### src/rtl/ram_reader_if.sv
// Command, RAM-read and output-stream signals of the RAM reader.
// slave  : the reader's view (takes commands, drives the RAM address and the stream).
// master : the surrounding system's view (issues commands, returns RAM data, sinks the stream).
interface ram_reader_if #(
  parameter int DATAWIDTH = 18,
  parameter int ADDRWIDTH = 5
) ();
  // Command channel
  logic                 cmd_valid;
  logic                 cmd_ready;
  logic [ADDRWIDTH-1:0] cmd_addr;
  logic [ADDRWIDTH:0]   cmd_len;

  // Synchronous RAM read port (data returns one clock after the address)
  logic [ADDRWIDTH-1:0] rd_addr;
  logic [DATAWIDTH-1:0] rd_data;

  // Output stream
  logic [DATAWIDTH-1:0] out_data;
  logic                 out_valid;
  logic                 out_ready;
  logic                 out_last;

  // Status
  logic                 busy;

  modport slave (
    input  cmd_valid, cmd_addr, cmd_len, rd_data, out_ready,
    output cmd_ready, rd_addr, out_data, out_valid, out_last, busy
  );

  modport master (
    output cmd_valid, cmd_addr, cmd_len, rd_data, out_ready,
    input  cmd_ready, rd_addr, out_data, out_valid, out_last, busy
  );
endinterface

### src/rtl/ram_reader.sv
// RAM reader: accepts (start address, length) commands and streams the
// addressed words of a synchronous-read RAM out as a valid/ready stream.
// Reads are issued one per clock while the 2-entry output buffer plus the
// read in flight leave room, so a continuously-ready sink gets 1 word/clk.
module ram_reader #(
  parameter int DATAWIDTH = 18,
  parameter int ADDRWIDTH = 5
) (
  input  logic        clk,
  input  logic        reset,
  ram_reader_if.slave bus
);

  typedef enum logic [1:0] {
    IDLE  = 2'd0,
    RUN   = 2'd1,
    DRAIN = 2'd2
  } state_t;

  // Control state
  state_t               state_reg;
  state_t               state_next;

  // Read issue bookkeeping
  logic [ADDRWIDTH-1:0] addr_reg;          // next address to issue
  logic [ADDRWIDTH-1:0] last_addr_reg;     // address most recently presented to the RAM
  logic [ADDRWIDTH:0]   remain_reg;        // reads still to issue for this command
  logic                 inflight_reg;      // a read was issued last cycle; rd_data is valid now
  logic                 inflight_last_reg; // ...and it was the final read of the command

  // Two-entry output buffer
  logic [DATAWIDTH-1:0] buf_data_reg [2];
  logic [1:0]           buf_last_reg;
  logic                 head_reg;
  logic [1:0]           count_reg;
  logic [1:0]           count_next;

  // Combinational control
  logic                 cmd_ready_int;
  logic                 busy_int;
  logic                 cmd_fire;
  logic                 start;
  logic                 issue;
  logic                 issue_last;
  logic                 push;
  logic                 pop;
  logic                 wr_idx;
  logic                 head_last;
  logic [1:0]           occ_eff;
  logic [1:0]           buf_we;

  genvar gi;

  // ---------------------------------------------------------------------------
  // Handshake decode
  // ---------------------------------------------------------------------------
  assign cmd_fire   = bus.cmd_valid && cmd_ready_int;
  assign start      = cmd_fire && (bus.cmd_len != '0);
  assign issue_last = (remain_reg == {{ADDRWIDTH{1'b0}}, 1'b1});

  // The word returning from the RAM is captured unconditionally; room was
  // reserved for it when the read was issued.
  assign push      = inflight_reg;
  assign pop       = (count_reg != 2'd0) && bus.out_ready;
  assign head_last = buf_last_reg[head_reg];

  // Occupancy as it will stand after this cycle's pop, plus the read already
  // in flight. Counting the pop lets a read be issued in the same cycle a
  // word leaves, which is what keeps the stream at one word per clock.
  assign occ_eff = count_reg + {1'b0, inflight_reg} - {1'b0, pop};

  // Tail slot: head + occupancy, modulo 2. A push never happens when full.
  assign wr_idx = head_reg ^ count_reg[0];

  // ---------------------------------------------------------------------------
  // FSM: state register
  // ---------------------------------------------------------------------------
  // Advance the control state; reset aborts any command in progress.
  always_ff @(posedge clk) begin
    if (reset) begin
      state_reg <= IDLE;
    end else begin
      state_reg <= state_next;
    end
  end

  // ---------------------------------------------------------------------------
  // FSM: next-state logic
  // ---------------------------------------------------------------------------
  // IDLE waits for a non-empty command, RUN issues reads, DRAIN empties the
  // buffer until the word tagged last is taken.
  always_comb begin
    state_next = state_reg;
    case (state_reg)
      IDLE: begin
        if (start) begin
          state_next = RUN;
        end
      end
      RUN: begin
        if (issue && issue_last) begin
          state_next = DRAIN;
        end
      end
      DRAIN: begin
        if (pop && head_last) begin
          state_next = IDLE;
        end
      end
      default: state_next = IDLE;
    endcase
  end

  // ---------------------------------------------------------------------------
  // FSM: outputs
  // ---------------------------------------------------------------------------
  // Command acceptance, busy flag and the per-cycle read-issue decision.
  always_comb begin
    cmd_ready_int = 1'b0;
    busy_int      = 1'b1;
    issue         = 1'b0;
    case (state_reg)
      IDLE: begin
        cmd_ready_int = 1'b1;
        busy_int      = 1'b0;
      end
      RUN: begin
        issue = (occ_eff < 2'd2);
      end
      DRAIN: begin
        issue = 1'b0;
      end
      default: begin
        cmd_ready_int = 1'b0;
        busy_int      = 1'b0;
      end
    endcase
  end

  // ---------------------------------------------------------------------------
  // Read issue datapath
  // ---------------------------------------------------------------------------
  // Latch the command on start, then step the address (wrapping naturally at
  // the RAM depth) and the remaining count on every issued read.
  always_ff @(posedge clk) begin
    if (reset) begin
      addr_reg          <= '0;
      last_addr_reg     <= '0;
      remain_reg        <= '0;
      inflight_reg      <= 1'b0;
      inflight_last_reg <= 1'b0;
    end else begin
      if (start) begin
        addr_reg   <= bus.cmd_addr;
        remain_reg <= bus.cmd_len;
      end else if (issue) begin
        addr_reg      <= addr_reg + ADDRWIDTH'(1);
        remain_reg    <= remain_reg - {{ADDRWIDTH{1'b0}}, 1'b1};
        last_addr_reg <= addr_reg;
      end
      inflight_reg      <= issue;
      inflight_last_reg <= issue && issue_last;
    end
  end

  // The RAM sees the new address in the issue cycle itself, so data lands in
  // the buffer two clocks after the command is accepted; otherwise the last
  // issued address is held.
  assign bus.rd_addr = issue ? addr_reg : last_addr_reg;

  // ---------------------------------------------------------------------------
  // Output buffer
  // ---------------------------------------------------------------------------
  for (gi = 0; gi < 2; gi++) begin : g_we
    assign buf_we[gi] = push && (wr_idx == 1'(gi));
  end

  // Store the returning RAM word and its last tag in the tail slot.
  always_ff @(posedge clk) begin
    if (reset) begin
      for (int i = 0; i < 2; i++) begin
        buf_data_reg[i] <= '0;
      end
      buf_last_reg <= '0;
    end else begin
      for (int i = 0; i < 2; i++) begin
        if (buf_we[i]) begin
          buf_data_reg[i] <= bus.rd_data;
          buf_last_reg[i] <= inflight_last_reg;
        end
      end
    end
  end

  assign count_next = count_reg + {1'b0, push} - {1'b0, pop};

  // Track head slot and occupancy; a simultaneous push and pop keeps the count.
  always_ff @(posedge clk) begin
    if (reset) begin
      head_reg  <= 1'b0;
      count_reg <= 2'd0;
    end else begin
      head_reg  <= head_reg ^ pop;
      count_reg <= count_next;
    end
  end

  // ---------------------------------------------------------------------------
  // Port drive
  // ---------------------------------------------------------------------------
  // The head entry is only rewritten by a pop, so data and last stay put
  // while the sink stalls.
  assign bus.out_data  = buf_data_reg[head_reg];
  assign bus.out_valid = (count_reg != 2'd0);
  assign bus.out_last  = (count_reg != 2'd0) && head_last;
  assign bus.cmd_ready = cmd_ready_int;
  assign bus.busy      = busy_int;

endmodule

### src/flat_wrapper.sv
// flat-port wrapper written by rule: the top's interface ports become plain ports
module ram_reader_flat 
#(
  parameter int DATAWIDTH = 18,
  parameter int ADDRWIDTH = 5
)
  (clk, reset, bus_cmd_valid, bus_cmd_addr, bus_cmd_len, bus_rd_data, bus_out_ready, bus_cmd_ready, bus_rd_addr, bus_out_data, bus_out_valid, bus_out_last, bus_busy);
  ram_reader_if #(.DATAWIDTH(DATAWIDTH), .ADDRWIDTH(ADDRWIDTH)) bus_i ();
  input  logic clk;
  input  logic reset;
  input wire logic [$bits(bus_i.cmd_valid)-1:0] bus_cmd_valid;
  input wire logic [$bits(bus_i.cmd_addr)-1:0] bus_cmd_addr;
  input wire logic [$bits(bus_i.cmd_len)-1:0] bus_cmd_len;
  input wire logic [$bits(bus_i.rd_data)-1:0] bus_rd_data;
  input wire logic [$bits(bus_i.out_ready)-1:0] bus_out_ready;
  output wire logic [$bits(bus_i.cmd_ready)-1:0] bus_cmd_ready;
  output wire logic [$bits(bus_i.rd_addr)-1:0] bus_rd_addr;
  output wire logic [$bits(bus_i.out_data)-1:0] bus_out_data;
  output wire logic [$bits(bus_i.out_valid)-1:0] bus_out_valid;
  output wire logic [$bits(bus_i.out_last)-1:0] bus_out_last;
  output wire logic [$bits(bus_i.busy)-1:0] bus_busy;
  assign bus_i.cmd_valid = bus_cmd_valid;
  assign bus_i.cmd_addr = bus_cmd_addr;
  assign bus_i.cmd_len = bus_cmd_len;
  assign bus_i.rd_data = bus_rd_data;
  assign bus_i.out_ready = bus_out_ready;
  assign bus_cmd_ready = bus_i.cmd_ready;
  assign bus_rd_addr = bus_i.rd_addr;
  assign bus_out_data = bus_i.out_data;
  assign bus_out_valid = bus_i.out_valid;
  assign bus_out_last = bus_i.out_last;
  assign bus_busy = bus_i.busy;
  ram_reader #(.DATAWIDTH(DATAWIDTH), .ADDRWIDTH(ADDRWIDTH)) u_core (.clk(clk), .reset(reset), .bus(bus_i));
endmodule
### config.mk
export PLATFORM = sky130hd
export DESIGN_NAME = ram_reader_flat
export DESIGN_NICKNAME = d
export VERILOG_FILES = /design/src/rtl/ram_reader_if.sv /design/src/rtl/ram_reader.sv /design/src/flat_wrapper.sv
export SDC_FILE = /design/constraint.sdc
export NUM_CORES = 1
export LEC_CHECK = 0
export ABC_AREA = 1
export BUFFER_PORTS_ARGS = -buffer_cell sky130_fd_sc_hd__buf_2
export CAP_MARGIN = 20
export CORE_ASPECT_RATIO = 1.5
export CORE_MARGIN = 5
export CORE_UTILIZATION = 50
export CTS_BUF_LIST = sky130_fd_sc_hd__clkbuf_8
export DETAILED_ROUTE_END_ITERATION = 6
export GPL_TIMING_DRIVEN = 1
export MAX_ROUTING_LAYER = met4
export PLACE_DENSITY = 0.74
export SETUP_SLACK_MARGIN = 0.3
export SLEW_MARGIN = 20
export SYNTH_ARGS = -nofsm -noshare
export SYNTH_HDL_FRONTEND = slang
export SYNTH_SLANG_ARGS = --single-unit
### constraint.sdc
create_clock -name clk -period 4.15 [get_ports clk]
set_input_delay 0.415 -clock clk [delete_from_list [all_inputs] [get_ports clk]]
set_output_delay 0.415 -clock clk [all_outputs]
set_load 0.02 [all_outputs]
==> results.md <==
- Antenna violations before repair: 0
- TNS Setup: 0 ns
- Inst Count DP: 463
- Worst EP arrival: 2.25 ns
- Setup CP Type: reg -> out
- Layout cells sized above 1: 0.226
- Hold/Removal Path Class: in -> reg
- Final instance area: 0.00346 mm2
- N_diodes: 0
- Non-filler cells, final: 479
- Worst-Margin Slew: 0.799 ns
- GRT overflow: 0
- Min Hold Slack: 0.393 ns
- Post-synthesis instance total: 342
- Synth unique cells: 32
- Initial DRC count: 95
- Pre-CTS setup slack: 1.70 ns
- CTS Hold Buffers Added: 0
- Mapped Avg Cell Area: 8.66 um2
- CP required: 3.73 ns
- DIE AREA: 0.00759 mm2
- RSZ-0062 raised after global routing: false
- Worst path buffer plus inverter count: 3
- Via Count: 2306
- Standard-cell rows: 34
- Worst hold start: bus_cmd_addr[0]
- Crit. path cell count: 12
- Root Driver: clkbuf_8
- Hold Path Depth: 3
- # clock sinks: 61
- CP cell instances: o21a_1 > ha_1 > inv_1 > ha_1 > inv_1 > nand2_1 > nand2_1 > nand2_2 > nand2_4 > nand2_8 > a21oi_1 > buf_2
- Mapped cell area: 0.00296 mm2
- R2r setup slk: 1.80 ns
- Final Critical Period: 2.67 ns
- LEAKAGE: 1.70 nW
- Post-CTS setup buffer count: 0
- Clk pin slew, worst setup/hold paths: 0.07 ns
- Longest Clk Path Bufs: 2
- Overall routing resource usage: 0.166
- Number of flip-flops under the largest register name: 36
- #FFs+latches synth: 61
- Startpoint types: flop
- Reg2reg end: u_core.buf_data_reg[0][16]
- Pwr Density: 697 mW/mm2
- Crit path capture type: output port
- Fin Clk Skew: 0.00728 ns
- GPL Wtd Cong: 0.786
- Max Freq: 375 MHz
- Hold Fails Final Rpt: 0
- DP Area: 0.00327 mm2
- Max-cap violations: 0
- Critical path's top delay family: simple AND/OR/NAND/NOR gates
- Final core occ: 0.599
- Residual DRC: 0
- Critical Path Max Stage Delay: 0.34 ns
- Synth Warn #: 0
- R2r startpoint: u_core.head_reg
- Post-DR vias/cell: 4.81
- Final Slew Violations: 0
- Final wirelength: 5.61 mm
- VDD IR max: 0.000394 V
- Nets: 444
- Post-Syn Nets: 384
- Setup violators final: 0
- Fin crit share: 0.643
- Layout area overhead: 16.9%
- Clock latency on the worst-skew pair: 0.33 ns
- Sequential share of the synthesized area: 0.534
- Worst setup margin: 1.48 ns
- Max-Slew Margin vs Limit: 0.466
- Largest net degree at the start of global routing: 25
- CTS H-tree lvls: 3
- Die X: 72.8 um
- Starting Density: 0.512
- Avg WL per Cell: 11.7 um
- Post_cts resized: 0
- Crit path max fanout: 15
- Min-Delay Endpoint: u_core.addr_reg[0]
- Total CTS buffers: 9
- CTS tree: done
- Tot Pwr: 2.41 mW
- Die height: 104 um
- HPWL after DPL: 4.21 mm
- Top-Level Pins: 60
- Vias in the first global route: 2256
- I/O Buffers: 59
- Placeable core area: 0.00579 mm2
- Fill cell count: 525
- First-pass GRT wire length: 9.49 mm
- Antenna Violating Nets Remaining: 0
- Status: complete, no violations
- Slowest stage cell on the critical path: dfxtp_1
- Total iterations of the first detailed-routing run: 5
- R2R depth: 5
-- worst register-to-register path, delay by kind of cell (launching register included) --
kind	cells	cell delay (ns)
DFF	1	0.81
buffers and inverters	1	0.33
and+or+nand+nor	4	0.77
-- area by class of cell --
type                    count  area (um2)  area share
flip-flops and latches     61        1580       0.457
multi-input cells         223        1130       0.325
repair buffers             59         295      0.0853
inverters                  48         180      0.0520
clock buffers               9         124      0.0358
well taps                  72        90.1      0.0260
clock inverters             7        66.3      0.0191
-- routing by layer --
layer / wire, um / global-route usage
met2: 2960 / 0.284
met1: 2160 / 0.170
met4: 108 / 0.0699
met3: 382 / 0.0513
met5: 0 / -
-- worst max-delay path by stage --
stage,to,start,slack [ns]
floorplan,bus_rd_addr[1],bus_out_ready,1.78
global placement,bus_rd_addr[2],bus_out_ready,1.77
detailed placement,bus_rd_addr[4],bus_out_ready,1.70
CTS,bus_rd_addr[4],u_core.count_reg[0],1.44
global route,bus_rd_addr[1],u_core.count_reg[0],1.33
finish,bus_rd_addr[2],u_core.count_reg[0],1.48
-- synth_stat cells --
master	count	share of area
nand3_1	11	0.019
xnor2_1	1	0.0030
buf_12	1	0.0068
a31oi_1	1	0.0021
o21ai_2	2	0.0059
nand2_2	2	0.0042
and2_1	1	0.0021
nor2_8	1	0.0068
buf_6	1	0.0038
inv_2	3	0.0038
nor2_1	49	0.062
o21ai_0	20	0.034
edfxtp_1	36	0.37
clkbuf_1	3	0.0038
nand3b_2	1	0.0038
dfxtp_1	25	0.17
inv_1	45	0.057
ha_1	9	0.038
buf_1	1	0.0013
nand2_8	1	0.0068
xor2_1	5	0.015
nand2_1	93	0.12
nor4_2	1	0.0042
nand4_1	1	0.0021
o21a_1	1	0.0025
buf_4	3	0.0076
nor3_1	6	0.010
nand2_4	3	0.011
buf_2	1	0.0017
a21oi_2	1	0.0030
nand3_2	3	0.010
a21oi_1	10	0.017
-- power by group --
part / total, mW / switching [mW] / internal (mW)
clock network: 0.498 / 0.226 / 0.272
logic: 1.02 / 0.680 / 0.343
registers: 0.891 / 0.0992 / 0.792
total: 2.41 / 1.01 / 1.41
-- layout by cell type (no fill, tap or decap), drive strengths merged --
cell type  count
edfxtp        36
dfxtp         25
a21oi         11
nor4           1
nand3b         1
inv           48
clkinv         3
nand2         99
and2           1
buf           59
xor2           5
o21a           1
nand3         14
o21ai         22
clkinvlp       3
clkbuf         9
a31oi          1
nand4          1
nor2          50
ha             9
bufinv         1
nor3           6
xnor2          1
-- kinds of logic after synthesis --
logic type | share of synthesized area
and+or+nand+nor | 0.260
buffers and inverters | 0.0858
xor gates and xnor gates | 0.0177
adders and majority gates | 0.0380
AOI/OAI and AO/OA | 0.0642
DFF | 0.534
Note: power is estimated with default switching activity, not from simulation.
